--- src/rtl/alu_cmd_sequencer_pkg.sv ---
`default_nettype none
// ============================================================================
// Module      : alu_seq_pkg
// Description : Shared types and helpers for the ALU command sequencer.
//               - seq_state_t  : sequencer FSM states
//               - OP_NOP/OP_LDI: reserved opcodes, truncated to OP_W by users
//               - cmd_extract  : splits a packed {op, rd, rs1, rs2} command
// Revision    : 1.0 - initial parametrised release
// ============================================================================
package alu_seq_pkg;

    typedef enum logic [1:0] {
        IDLE  = 2'd0,
        ISSUE = 2'd1,
        WAIT  = 2'd2,
        WB    = 2'd3
    } seq_state_t;

    // NOP is opcode zero; LDI is the all-ones opcode of whatever width the
    // instance uses, so users keep the low OP_W bits of OP_LDI.
    localparam logic [31:0] OP_NOP = 32'h0000_0000;
    localparam logic [31:0] OP_LDI = 32'hFFFF_FFFF;

    // Widest command the extractor accepts.
    localparam int MAX_CMD_W = 64;

    typedef struct packed {
        logic [31:0] op;
        logic [31:0] rd;
        logic [31:0] rs1;
        logic [31:0] rs2;
    } cmd_fields_t;

    // Field split for a command laid out MSB-first as {op, rd, rs1, rs2}.
    // Fields come back zero-extended to 32 bits; callers keep the low bits.
    function automatic cmd_fields_t cmd_extract(
        input logic [MAX_CMD_W-1:0] cmd_word,
        input int                   op_w,
        input int                   addr_w
    );
        cmd_fields_t            f;
        logic [MAX_CMD_W-1:0]   m_addr;
        logic [MAX_CMD_W-1:0]   m_op;
        m_addr = (64'd1 << addr_w) - 64'd1;
        m_op   = (64'd1 << op_w) - 64'd1;
        f.rs2  = 32'(cmd_word & m_addr);
        f.rs1  = 32'((cmd_word >> addr_w) & m_addr);
        f.rd   = 32'((cmd_word >> (2 * addr_w)) & m_addr);
        f.op   = 32'((cmd_word >> (3 * addr_w)) & m_op);
        return f;
    endfunction

endpackage
`default_nettype wire

--- src/rtl/alu_cmd_sequencer_regfile.sv ---
`default_nettype none
// ============================================================================
// Module      : seq_regfile
// Description : NREGS x DATA_W register file, asynchronous active-low clear,
//               one synchronous write port and three combinational reads.
// Ports       : clk, reset_n          - clock / async active-low clear
//               we, waddr, wdata      - write port
//               rs1_addr / rs1_data   - operand A read
//               rs2_addr / rs2_data   - operand B read
//               dbg_addr / dbg_data   - debug read
// Revision    : 1.0 - initial parametrised release
// ============================================================================
module seq_regfile #(
    parameter  int DATA_W = 8,
    parameter  int NREGS  = 8,
    localparam int ADDR_W = $clog2(NREGS)
) (
    input  logic              clk,
    input  logic              reset_n,
    input  logic              we,
    input  logic [ADDR_W-1:0] waddr,
    input  logic [DATA_W-1:0] wdata,
    input  logic [ADDR_W-1:0] rs1_addr,
    output logic [DATA_W-1:0] rs1_data,
    input  logic [ADDR_W-1:0] rs2_addr,
    output logic [DATA_W-1:0] rs2_data,
    input  logic [ADDR_W-1:0] dbg_addr,
    output logic [DATA_W-1:0] dbg_data
);

    logic [DATA_W-1:0] r_regs [NREGS];

    always_ff @(posedge clk or negedge reset_n) begin
        if (!reset_n) begin
            for (int i = 0; i < NREGS; i++) begin
                r_regs[i] <= '0;
            end
        end else if (we) begin
            r_regs[waddr] <= wdata;
        end
    end

    // NREGS is a power of two, so every address is in range.
    assign rs1_data = r_regs[rs1_addr];
    assign rs2_data = r_regs[rs2_addr];
    assign dbg_data = r_regs[dbg_addr];

endmodule
`default_nettype wire

--- src/rtl/alu_cmd_sequencer.sv ---
`default_nettype none
// ============================================================================
// Module      : alu_cmd_sequencer
// Description : Accepts {op, rd, rs1, rs2} commands over valid/ready, reads
//               operands from an internal register file, runs them through an
//               external multi-cycle ALU (start/done) and writes the result
//               back. NOP and LDI bypass the ALU; a stalled ALU is abandoned
//               after TIMEOUT wait cycles and flagged on err.
// Ports       : clk, reset_n                    - clock / async active-low reset
//               cmd_valid, cmd_ready, cmd       - command handshake
//               alu_start, alu_op, alu_a, alu_b - ALU issue side
//               alu_done, alu_result            - ALU return side
//               done, err                       - completion pulse / timeout flag
//               dbg_addr, dbg_data              - combinational register peek
// Revision    : 1.0 - initial parametrised release
// ============================================================================
module alu_cmd_sequencer #(
    parameter  int DATA_W  = 8,
    parameter  int NREGS   = 8,
    parameter  int OP_W    = 3,
    parameter  int TIMEOUT = 16,
    localparam int ADDR_W  = $clog2(NREGS),
    localparam int CMD_W   = OP_W + 3 * ADDR_W
) (
    input  logic              clk,
    input  logic              reset_n,
    input  logic              cmd_valid,
    output logic              cmd_ready,
    input  logic [CMD_W-1:0]  cmd,
    output logic              alu_start,
    output logic [OP_W-1:0]   alu_op,
    output logic [DATA_W-1:0] alu_a,
    output logic [DATA_W-1:0] alu_b,
    input  logic              alu_done,
    input  logic [DATA_W-1:0] alu_result,
    output logic              done,
    output logic              err,
    input  logic [ADDR_W-1:0] dbg_addr,
    output logic [DATA_W-1:0] dbg_data
);
    import alu_seq_pkg::*;

    localparam int              IMM_W      = 2 * ADDR_W;
    localparam int              CNT_W      = (TIMEOUT > 1) ? $clog2(TIMEOUT) : 1;
    localparam logic [OP_W-1:0] C_OP_NOP   = OP_NOP[OP_W-1:0];
    localparam logic [OP_W-1:0] C_OP_LDI   = OP_LDI[OP_W-1:0];
    localparam logic [CNT_W-1:0] C_CNT_LAST = CNT_W'(TIMEOUT - 1);

    seq_state_t        r_state;
    seq_state_t        w_next;
    logic [OP_W-1:0]   r_op;
    logic [ADDR_W-1:0] r_rd;
    logic [DATA_W-1:0] r_a;
    logic [DATA_W-1:0] r_b;
    logic [DATA_W-1:0] r_wdata;
    logic [CNT_W-1:0]  r_cnt;
    logic              r_err;

    cmd_fields_t       w_fields;
    logic              w_unused_fields;
    logic [OP_W-1:0]   w_op;
    logic [ADDR_W-1:0] w_rd;
    logic [ADDR_W-1:0] w_rs1;
    logic [ADDR_W-1:0] w_rs2;
    logic [IMM_W-1:0]  w_imm;
    logic [DATA_W-1:0] w_rs1_data;
    logic [DATA_W-1:0] w_rs2_data;
    logic              w_accept;
    logic              w_capture;
    logic              w_timeout;
    logic              w_we;

    assign w_fields        = cmd_extract(MAX_CMD_W'(cmd), OP_W, ADDR_W);
    assign w_unused_fields = ^w_fields;
    assign w_op            = w_fields.op[OP_W-1:0];
    assign w_rd            = w_fields.rd[ADDR_W-1:0];
    assign w_rs1           = w_fields.rs1[ADDR_W-1:0];
    assign w_rs2           = w_fields.rs2[ADDR_W-1:0];
    assign w_imm           = {w_rs1, w_rs2};

    // ---------------------------------------------------------------- FSM
    always_ff @(posedge clk or negedge reset_n) begin
        if (!reset_n) begin
            r_state <= IDLE;
        end else begin
            r_state <= w_next;
        end
    end

    always_comb begin
        w_next    = r_state;
        cmd_ready = 1'b0;
        alu_start = 1'b0;
        done      = 1'b0;
        w_accept  = 1'b0;
        w_capture = 1'b0;
        w_timeout = 1'b0;
        case (r_state)
            IDLE: begin
                cmd_ready = 1'b1;
                if (cmd_valid) begin
                    w_accept = 1'b1;
                    if ((w_op == C_OP_NOP) || (w_op == C_OP_LDI)) begin
                        w_next = WB;
                    end else begin
                        w_next = ISSUE;
                    end
                end
            end
            ISSUE: begin
                alu_start = 1'b1;
                w_next    = WAIT;
            end
            WAIT: begin
                // A result arriving on the last permitted cycle still wins.
                if (alu_done) begin
                    w_capture = 1'b1;
                    w_next    = WB;
                end else if (r_cnt == C_CNT_LAST) begin
                    w_timeout = 1'b1;
                    w_next    = WB;
                end
            end
            WB: begin
                done   = 1'b1;
                w_next = IDLE;
            end
            default: begin
                w_next = IDLE;
            end
        endcase
    end

    // ----------------------------------------------------------- datapath
    always_ff @(posedge clk or negedge reset_n) begin
        if (!reset_n) begin
            r_op    <= '0;
            r_rd    <= '0;
            r_a     <= '0;
            r_b     <= '0;
            r_wdata <= '0;
            r_cnt   <= '0;
            r_err   <= 1'b0;
        end else begin
            if (w_accept) begin
                r_op    <= w_op;
                r_rd    <= w_rd;
                r_a     <= w_rs1_data;
                r_b     <= w_rs2_data;
                r_err   <= 1'b0;
                // Immediate staged for LDI; ALU ops overwrite it on capture.
                r_wdata <= DATA_W'(w_imm);
            end
            if (r_state == ISSUE) begin
                r_cnt <= '0;
            end else if (r_state == WAIT) begin
                r_cnt <= r_cnt + CNT_W'(1);
            end
            if (w_capture) begin
                r_wdata <= alu_result;
            end
            if (w_timeout) begin
                r_err <= 1'b1;
            end
        end
    end

    // r_err is cleared at accept, so in WB it marks a timeout of this command.
    assign w_we   = (r_state == WB) && (r_op != C_OP_NOP) && !r_err;

    assign alu_op = r_op;
    assign alu_a  = r_a;
    assign alu_b  = r_b;
    assign err    = r_err;

    seq_regfile #(
        .DATA_W (DATA_W),
        .NREGS  (NREGS)
    ) u_regfile (
        .clk      (clk),
        .reset_n  (reset_n),
        .we       (w_we),
        .waddr    (r_rd),
        .wdata    (r_wdata),
        .rs1_addr (w_rs1),
        .rs1_data (w_rs1_data),
        .rs2_addr (w_rs2),
        .rs2_data (w_rs2_data),
        .dbg_addr (dbg_addr),
        .dbg_data (dbg_data)
    );

endmodule
`default_nettype wire

--- config.mk ---
export PLATFORM = sky130hd
export DESIGN_NAME = alu_cmd_sequencer
export DESIGN_NICKNAME = d
export VERILOG_FILES = /design/src/rtl/alu_cmd_sequencer_pkg.sv /design/src/rtl/alu_cmd_sequencer_regfile.sv /design/src/rtl/alu_cmd_sequencer.sv
export SDC_FILE = /design/constraint.sdc
export NUM_CORES = 1
export LEC_CHECK = 0
export BUFFER_PORTS_ARGS = -buffer_cell sky130_fd_sc_hd__buf_2
export CORE_MARGIN = 10
export CORE_UTILIZATION = 40
export CTS_CLUSTER_SIZE = 25
export DETAILED_ROUTE_END_ITERATION = 10
export HOLD_SLACK_MARGIN = 0.02
export SKIP_LAST_GASP = 1
export SLEW_MARGIN = 30
export SYNTH_ARGS = -nofsm -noshare
export SYNTH_HDL_FRONTEND = slang
export SYNTH_SLANG_ARGS = --single-unit
--- constraint.sdc ---
create_clock -name clk -period 2.47 [get_ports clk]
set_clock_uncertainty 0.1 [all_clocks]
set_input_delay 0.3705 -clock clk [delete_from_list [all_inputs] [get_ports clk]]
set_output_delay 0.3705 -clock clk [all_outputs]
set_load 0.005 [all_outputs]
==> flow_summary.ini, run 1 <==
[global_route]
grt_max_degree = 51
grt_overflow = 0
grt_pass1_wl_um = 24300
grt_util_all_layers_pct = 16.0
first_global_vias = 4243
antenna_found_initial = 0

[flow_run]
maxCapViolCount = 0

[floorplanning]
ios = 58
rows = 43
core_area_sq_um = 13800
fp.dieW_um = 139
die_y_um = 139
dieArea_sq_um = 19200
start_util_pct = 40.7

[run_status]
status = finished clean

[sta]
hold_viol = 0
tns_ps = 0
fin_crit_ps = 2140
fmax_mhz = 467
slew_violations = 0
setup_viol_count_final = 0
fin_crit_sh_pct = 86.7
worst_slew_pin_slew_ps = 619
fin_ws_ps = 329
max-slew-margin-rel_pct = 58.8
rsz0062_at_grt = false

[detailed_routing]
routed_wirelength_um = 15000
drt_iter0_markers = 245
drc_errors = 0
dr.pass1.iters = 4
via_per_inst = 5.76
wl_per_cell_um = 22.1
via_count = 3920
postRouteAntennaNets = 0

[critical_path]
slowest_delay_ps = 470
slowest_stage = mux4_2
crit_path_start_kind = register
cp.required_ps = 2000
cp-end-kind = output port
critical_path_arrival_ps = 1670
cp_top_family = multiplexers
crit_path_cell_trace = mux4_2 > mux2_2 > buf_2
path_buf_inv = 1
cp_max_fo = 4
critical_path_class = reg -> out

[clocking]
cts_buffers = 9
clk_pin_slew_worst_paths_ps = 70
cts_root_buffer = clkbuf_16
htree_levels = 3
clock-sinks = 101
cts_tree = built
clockBufferDepth = 2
insertion_delay_ps = 350

[power]
p_leak_uw = 0.00302
irDropWorstVdd_mv = 0.930
p_clk_share_pct = 19.0
seq_power_share_pct = 43.4
internal_power_uw = 4890
switching_share_pct = 35.3
power_uw = 7570
power_density_nw_per_um2 = 1160
power.switching_uw = 2670
combPwrFrac_pct = 37.5

[place]
gp_congestion = 0.837
post-place-ws_ps = 380
placed_cells = 664
dpl.hpwl_um = 10300
io_buffers = 57

[cells_and_area]
fill_cells = 1231
drive_gt1_share_pct = 45.1
num_antenna_cells = 0
fin_nets = 528
area_growth_syn_to_layout_pct = 16.1
stdcell_count = 681

[synth]
syn_area_sq_um = 5620
ys.flop_type = dfrtp_1
syn_avg_cell_area_sq_um = 12.9
ys_seq_area_share_pct = 44.9
yosysWarnings = 0
postSynthCellCount = 435
syn_nets = 467
async_reset_ff_share_pct = 100
synth_edf_count = 0
ys_seq_elements = 101
synth.distinct_cells = 36

[hold_path]
hp-class = in -> reg
==> synthesized netlist by cell type (7+ instances only) <==
cell / instances / area [sq um]
a22o_1: 15 / 131
buf_2: 12 / 60.1
clkbuf_1: 11 / 41.3
dfrtp_1: 101 / 2530
inv_1: 7 / 26.3
mux2_2: 110 / 1240
mux2i_1: 33 / 330
mux4_2: 16 / 360
nand2_1: 28 / 105
nor2b_1: 13 / 81.3
o21ai_0: 8 / 40.0
o22ai_1: 18 / 113
o31ai_1: 13 / 97.6
==> cell usage in the layout, fill, tap and decap left out, drive strengths merged, types with 5 or more instances in the layout <==
master  count
mux2      112
dfrtp     101
buf        74
mux2i      33
nand2      28
o22ai      18
mux4       16
a22o       15
nor2b      13
o31ai      13
clkbuf     10
o21ai       8
inv         8
nand2b      5
ha          5
==> sequential cells by signal (all words and copies together) (netlist names) <==
name	count
r_state	2
alu_a	8
r_cnt	4
r_wdata	8
alu_op	3
u_regfile.r_regs	64
err	1
r_rd	3
alu_b	8
==> worst paths after layout <==
path | startpoint | to | slack (ps) | cells past startpoint
max in group asynchronous | reset_n | u_regfile.r_regs[31] | 1200 | 3
setup / recovery | u_regfile.r_regs[8] | dbg_data[0] | 330 | 3
setup reg to reg | r_state[1] | u_regfile.r_regs[57] | 480 | 5
hold / removal | alu_result[5] | r_wdata[5] | 110 | 3
hold reg to reg | alu_b[6] | alu_b[6] | 370 | 2
min in group asynchronous | reset_n | u_regfile.r_regs[11] | 410 | 2
==> cell type report <==
cell class	instances	area, sq um	area share (%)
multi-input combinational	302	2960	45.4
sequential	101	2530	38.7
timing repair buffer	75	488	7.48
clock buffer	10	239	3.66
tap	180	225	3.45
clock inverter	6	61.3	0.939
inverter	7	26.3	0.403
==> per-stage QoR <==
stage                     instance area [sq um]  hold WS, ps  util, %
after floorplan                            5620        -25.1        -
after global placement                     6220          245     45.0
after detailed placement                   6220          257     45.0
after CTS                                  6530          104     47.2
after global routing                       6530          136     47.2
final                                      6530          113     47.2
==> logic make-up after synthesis <==
| logic type | Yosys count | share of synthesized area, % |
|---|---|---|
| buffers and inverters | 32 | 2.47 |
| DFF | 101 | 44.9 |
| and+or+nand+nor | 68 | 7.94 |
| AOI/OAI and AO/OA | 68 | 8.83 |
| muxes | 161 | 34.7 |
| adders and majority gates | 5 | 1.11 |
==> worst reg2reg max path: cells and delay by family (launching register included) <==
| kind | cells | cell delay [ps] |
|---|---|---|
| adder cells (fa/ha/maj) | 1 | 220 |
| buffers and inverters | 1 | 260 |
| flip-flops | 1 | 400 |
| multiplexers | 1 | 360 |
| AND/OR/NAND/NOR | 2 | 530 |
==> power by group through the flow <==
stage | Combinational [uW] | Clock (uW) | Sequential [uW]
2_1_floorplan | 2170 | 0 | 2990
3_3_place_gp | 2790 | 0 | 3270
3_5_place_dp | 2880 | 0 | 3300
4_1_cts | 2880 | 1490 | 3270
5_1_grt | 3150 | 1550 | 3430
6_report | 2840 | 1440 | 3290
==> repair_timing <==
item	CTS	global route
hold endpoints to repair	31	0
hold buffers	1	0
setup buffers	0	0
gates resized for setup	0	0
==> routing by layer <==
| metal | up-vias | global-route usage (%) | share of wire (%) |
|---|---|---|---|
| li1 | 1774 | - | - |
| met1 | 2012 | 21.3 | 46 |
| met2 | 112 | 24.0 | 45 |
| met3 | 22 | 5.07 | 6.8 |
| met4 | 0 | 5.33 | 2.0 |
| met5 | - | 0 | 0 |
(Power assumes the default switching activity.)
==> run 2: changes to the inputs <==
--- a/config.mk
+++ b/config.mk
@@ -15,4 +15,5 @@
 export SLEW_MARGIN = 30
 export SYNTH_ARGS = -nofsm -noshare
 export SYNTH_HDL_FRONTEND = slang
+export SYNTH_HIERARCHICAL = 1
 export SYNTH_SLANG_ARGS = --single-unit
==> run 2 against run 1 <==
  * Worst hold slack improved by 11 ps
  * First-iteration DRC count decreased by 16%
  * Clock power about the same
  * Flip-flop and latch count unchanged
  * Worst setup slack got worse by 29 ps
  * Non-clock buffer count unchanged
  * Synthesized area increased by 1.2%
  * Utilization decreased by 0.62 points
  * Combinational power decreased by 12%
  * Register-to-register slack got worse by 170 ps
  * Power decreased by 7.9%
  * Critical path depth unchanged
==> flow_summary.ini, run 2 <==
[run_status]
status = finished clean

[critical_path]
crit_path_end = dbg_data[2]
critical_path.startpoint = u_regfile/r_regs[50]
crit_path_start_kind = register
cp_max_fo = 4
crit_path_cell_trace = mux4_1 > mux2_2 > buf_2
critical_path_arrival_ps = 1700
slowest_stage = mux4_1
cp.required_ps = 2000
critical_path_class = reg -> out
reg2regPathDepth = 6
reg2reg_from = r_state[0]
r2r-end = u_regfile/r_regs[34]
rrSetupSlack_ps = 310
slowest_delay_ps = 520
cp-end-kind = output port

[floorplanning]
fp.dieW_um = 139
core_area_sq_um = 13900
die_y_um = 139
rows = 43
start_util_pct = 40.8
ios = 58
dieArea_sq_um = 19400

[power]
internal_power_uw = 4820
switching_share_pct = 30.8
combPwrFrac_pct = 36.0
seq_power_share_pct = 43.4
power_density_nw_per_um2 = 1070
p_leak_uw = 0.00315
irDropWorstVdd_mv = 0.516
power.switching_uw = 2150
p_clk_share_pct = 20.6

[cells_and_area]
layout_common_cells = 108 x mux2_2, 101 x dfrtp_1, 56 x buf_2
final_area_sq_um = 6490
area_growth_syn_to_layout_pct = 14.1
largest_register_ffs = 64
largest_register = u_regfile/r_regs
fin_nets = 444
post-route-util_pct = 46.6
final_common_cell = mux2_2
num_antenna_cells = 0
drive_gt1_share_pct = 49.9

[clocking]
insertion_delay_ps = 350
clockBufferDepth = 2
cts_root_buffer = clkbuf_16
post_cts_buffers = 0
clk_pin_slew_worst_paths_ps = 60
cts-resized-gates = 0
cts_tree = built
htree_levels = 3
cts_buffers = 9
clock-sinks = 101

[global_route]
grt_util_all_layers_pct = 13.5
first_global_vias = 3528
grt_overflow = 0
grt_max_degree = 36
grt_pass1_wl_um = 20400
antenna_found_initial = 0

[synth]
syn_area_sq_um = 5690
syn_nets = 385
yosysTopAreaCellShare_pct = 44.4
async_reset_ff_share_pct = 100
synth_commonest_cells = 108 x mux2_2, 101 x dfrtp_1, 41 x mux4_1
yosys.area.top_type = dfrtp_1
synth_edf_count = 0
ys_seq_area_share_pct = 44.4
synth.distinct_cells = 35
synth_most_common_cell = mux2_2
yosysWarnings = 6
syn_avg_cell_area_sq_um = 16.1
synth_area_leaders = dfrtp_1 44%, mux2_2 21%, mux4_1 19%, mux4_2 2.8%, mux2i_1 1.4%
ys.flop_type = dfrtp_1
ys_seq_elements = 101
postSynthCellCount = 353

[hold_path]
hp-class = in -> reg

[detailed_routing]
drt_iter0_markers = 207
routed_wirelength_um = 13100
via_count = 3373
drc_errors = 0
dr.pass1.iters = 4
wl_per_cell_um = 22.1
postRouteAntennaNets = 0
via_per_inst = 5.69

[sta]
rsz0062_at_grt = false
max-slew-margin-rel_pct = 67.2
worst_slew_pin_slew_ps = 492
hold_slack_ps = 124
fin_crit_sh_pct = 87.8
fin_crit_ps = 2170
hold_viol = 0
slew_violations = 0
tns_ps = 0
fin_ws_ps = 301
fmax_mhz = 461
setup_viol_count_final = 0

[place]
gp_congestion = 0.764
dpl.hpwl_um = 8780
post-place-ws_ps = 335
io_buffers = 57
dpl_cell_area_sq_um = 6190

[flow_run]
maxCapViolCount = 0
==> run 2: cell count changes after synthesis, moves of 4 or more <==
cell	change
o22ai_1	-17
nand2_1	-19
buf_6	+5
nor2b_1	-12
a22o_1	-13
o31ai_1	-13
mux4_1	+41
nand4_2	-4
clkbuf_1	-6
mux2i_1	-25
mux4_2	-9
==> run 2: kinds of logic after synthesis <==
family / share of synthesized area [%]
muxes: 45.3
AOI/OAI and AO/OA: 1.80
DFF: 44.4
buffers and inverters: 3.94
adders and majority gates: 1.10
and+or+nand+nor: 3.45
==> run 2: final cells by class <==
type	count	area, sq um
clock buffers	9	225
clock inverters	3	65.1
fillers	1231	7440
inverters	6	22.5
multi-input cells	219	2940
flip-flops and latches	101	2530
well taps	180	225
repair buffers	75	488
==> run 2: through the flow <==
stage | power (uW) | cells
after floorplan | 4760 | 353
after global placement | 5480 | 580
after detailed placement | 5600 | 580
after CTS | 7060 | 593
after global routing | 7440 | 593
final | 6970 | 593
==> run 2: critical path: cells and delay by family (launching register included) <==
kind,cells,cell delay [ps]
mux,2,820
flops,1,400
buf+inv,1,140
==> run 2: power groups by stage <==
stage / sequential [uW] / combinational [uW] / clock (uW)
after global routing: 3150 / 2730 / 1560
after CTS: 3020 / 2560 / 1490
after floorplan: 2780 / 1980 / 0
after detailed placement: 3050 / 2550 / 0
final: 3030 / 2510 / 1440
after global placement: 3000 / 2480 / 0
==> run 2: worst min path at each step <==
stage / slack (ps) / endpoint / depth (start not counted) / from
after floorplan: -30 / alu_a[0] / 0 / reset_n
after global placement: 230 / alu_a[4] / 1 / reset_n
after detailed placement: 230 / alu_a[4] / 1 / reset_n
after CTS: 110 / r_wdata[0] / 3 / alu_result[0]
after global routing: 130 / r_wdata[0] / 3 / alu_result[0]
final: 120 / r_wdata[0] / 3 / alu_result[0]
==> run 2: routing by layer <==
layer / GRT usage [%] / vias to the layer above / wire, um / part of all wire [%]
met2: 21.6 / 62 / 6370 / 49
met1: 17.2 / 1775 / 5960 / 45
met3: 3.47 / 15 / 577 / 4.4
met5: 0 / - / 0 / 0
li1: - / 1521 / - / -
met4: 5.05 / 0 / 216 / 1.6
==> run 2: timing repair <==
item | in CTS | in global routing
hold buffers | 1 | 0
hold endpoints to repair | 24 | 0
endpoints found under the setup margin | 0 | 0
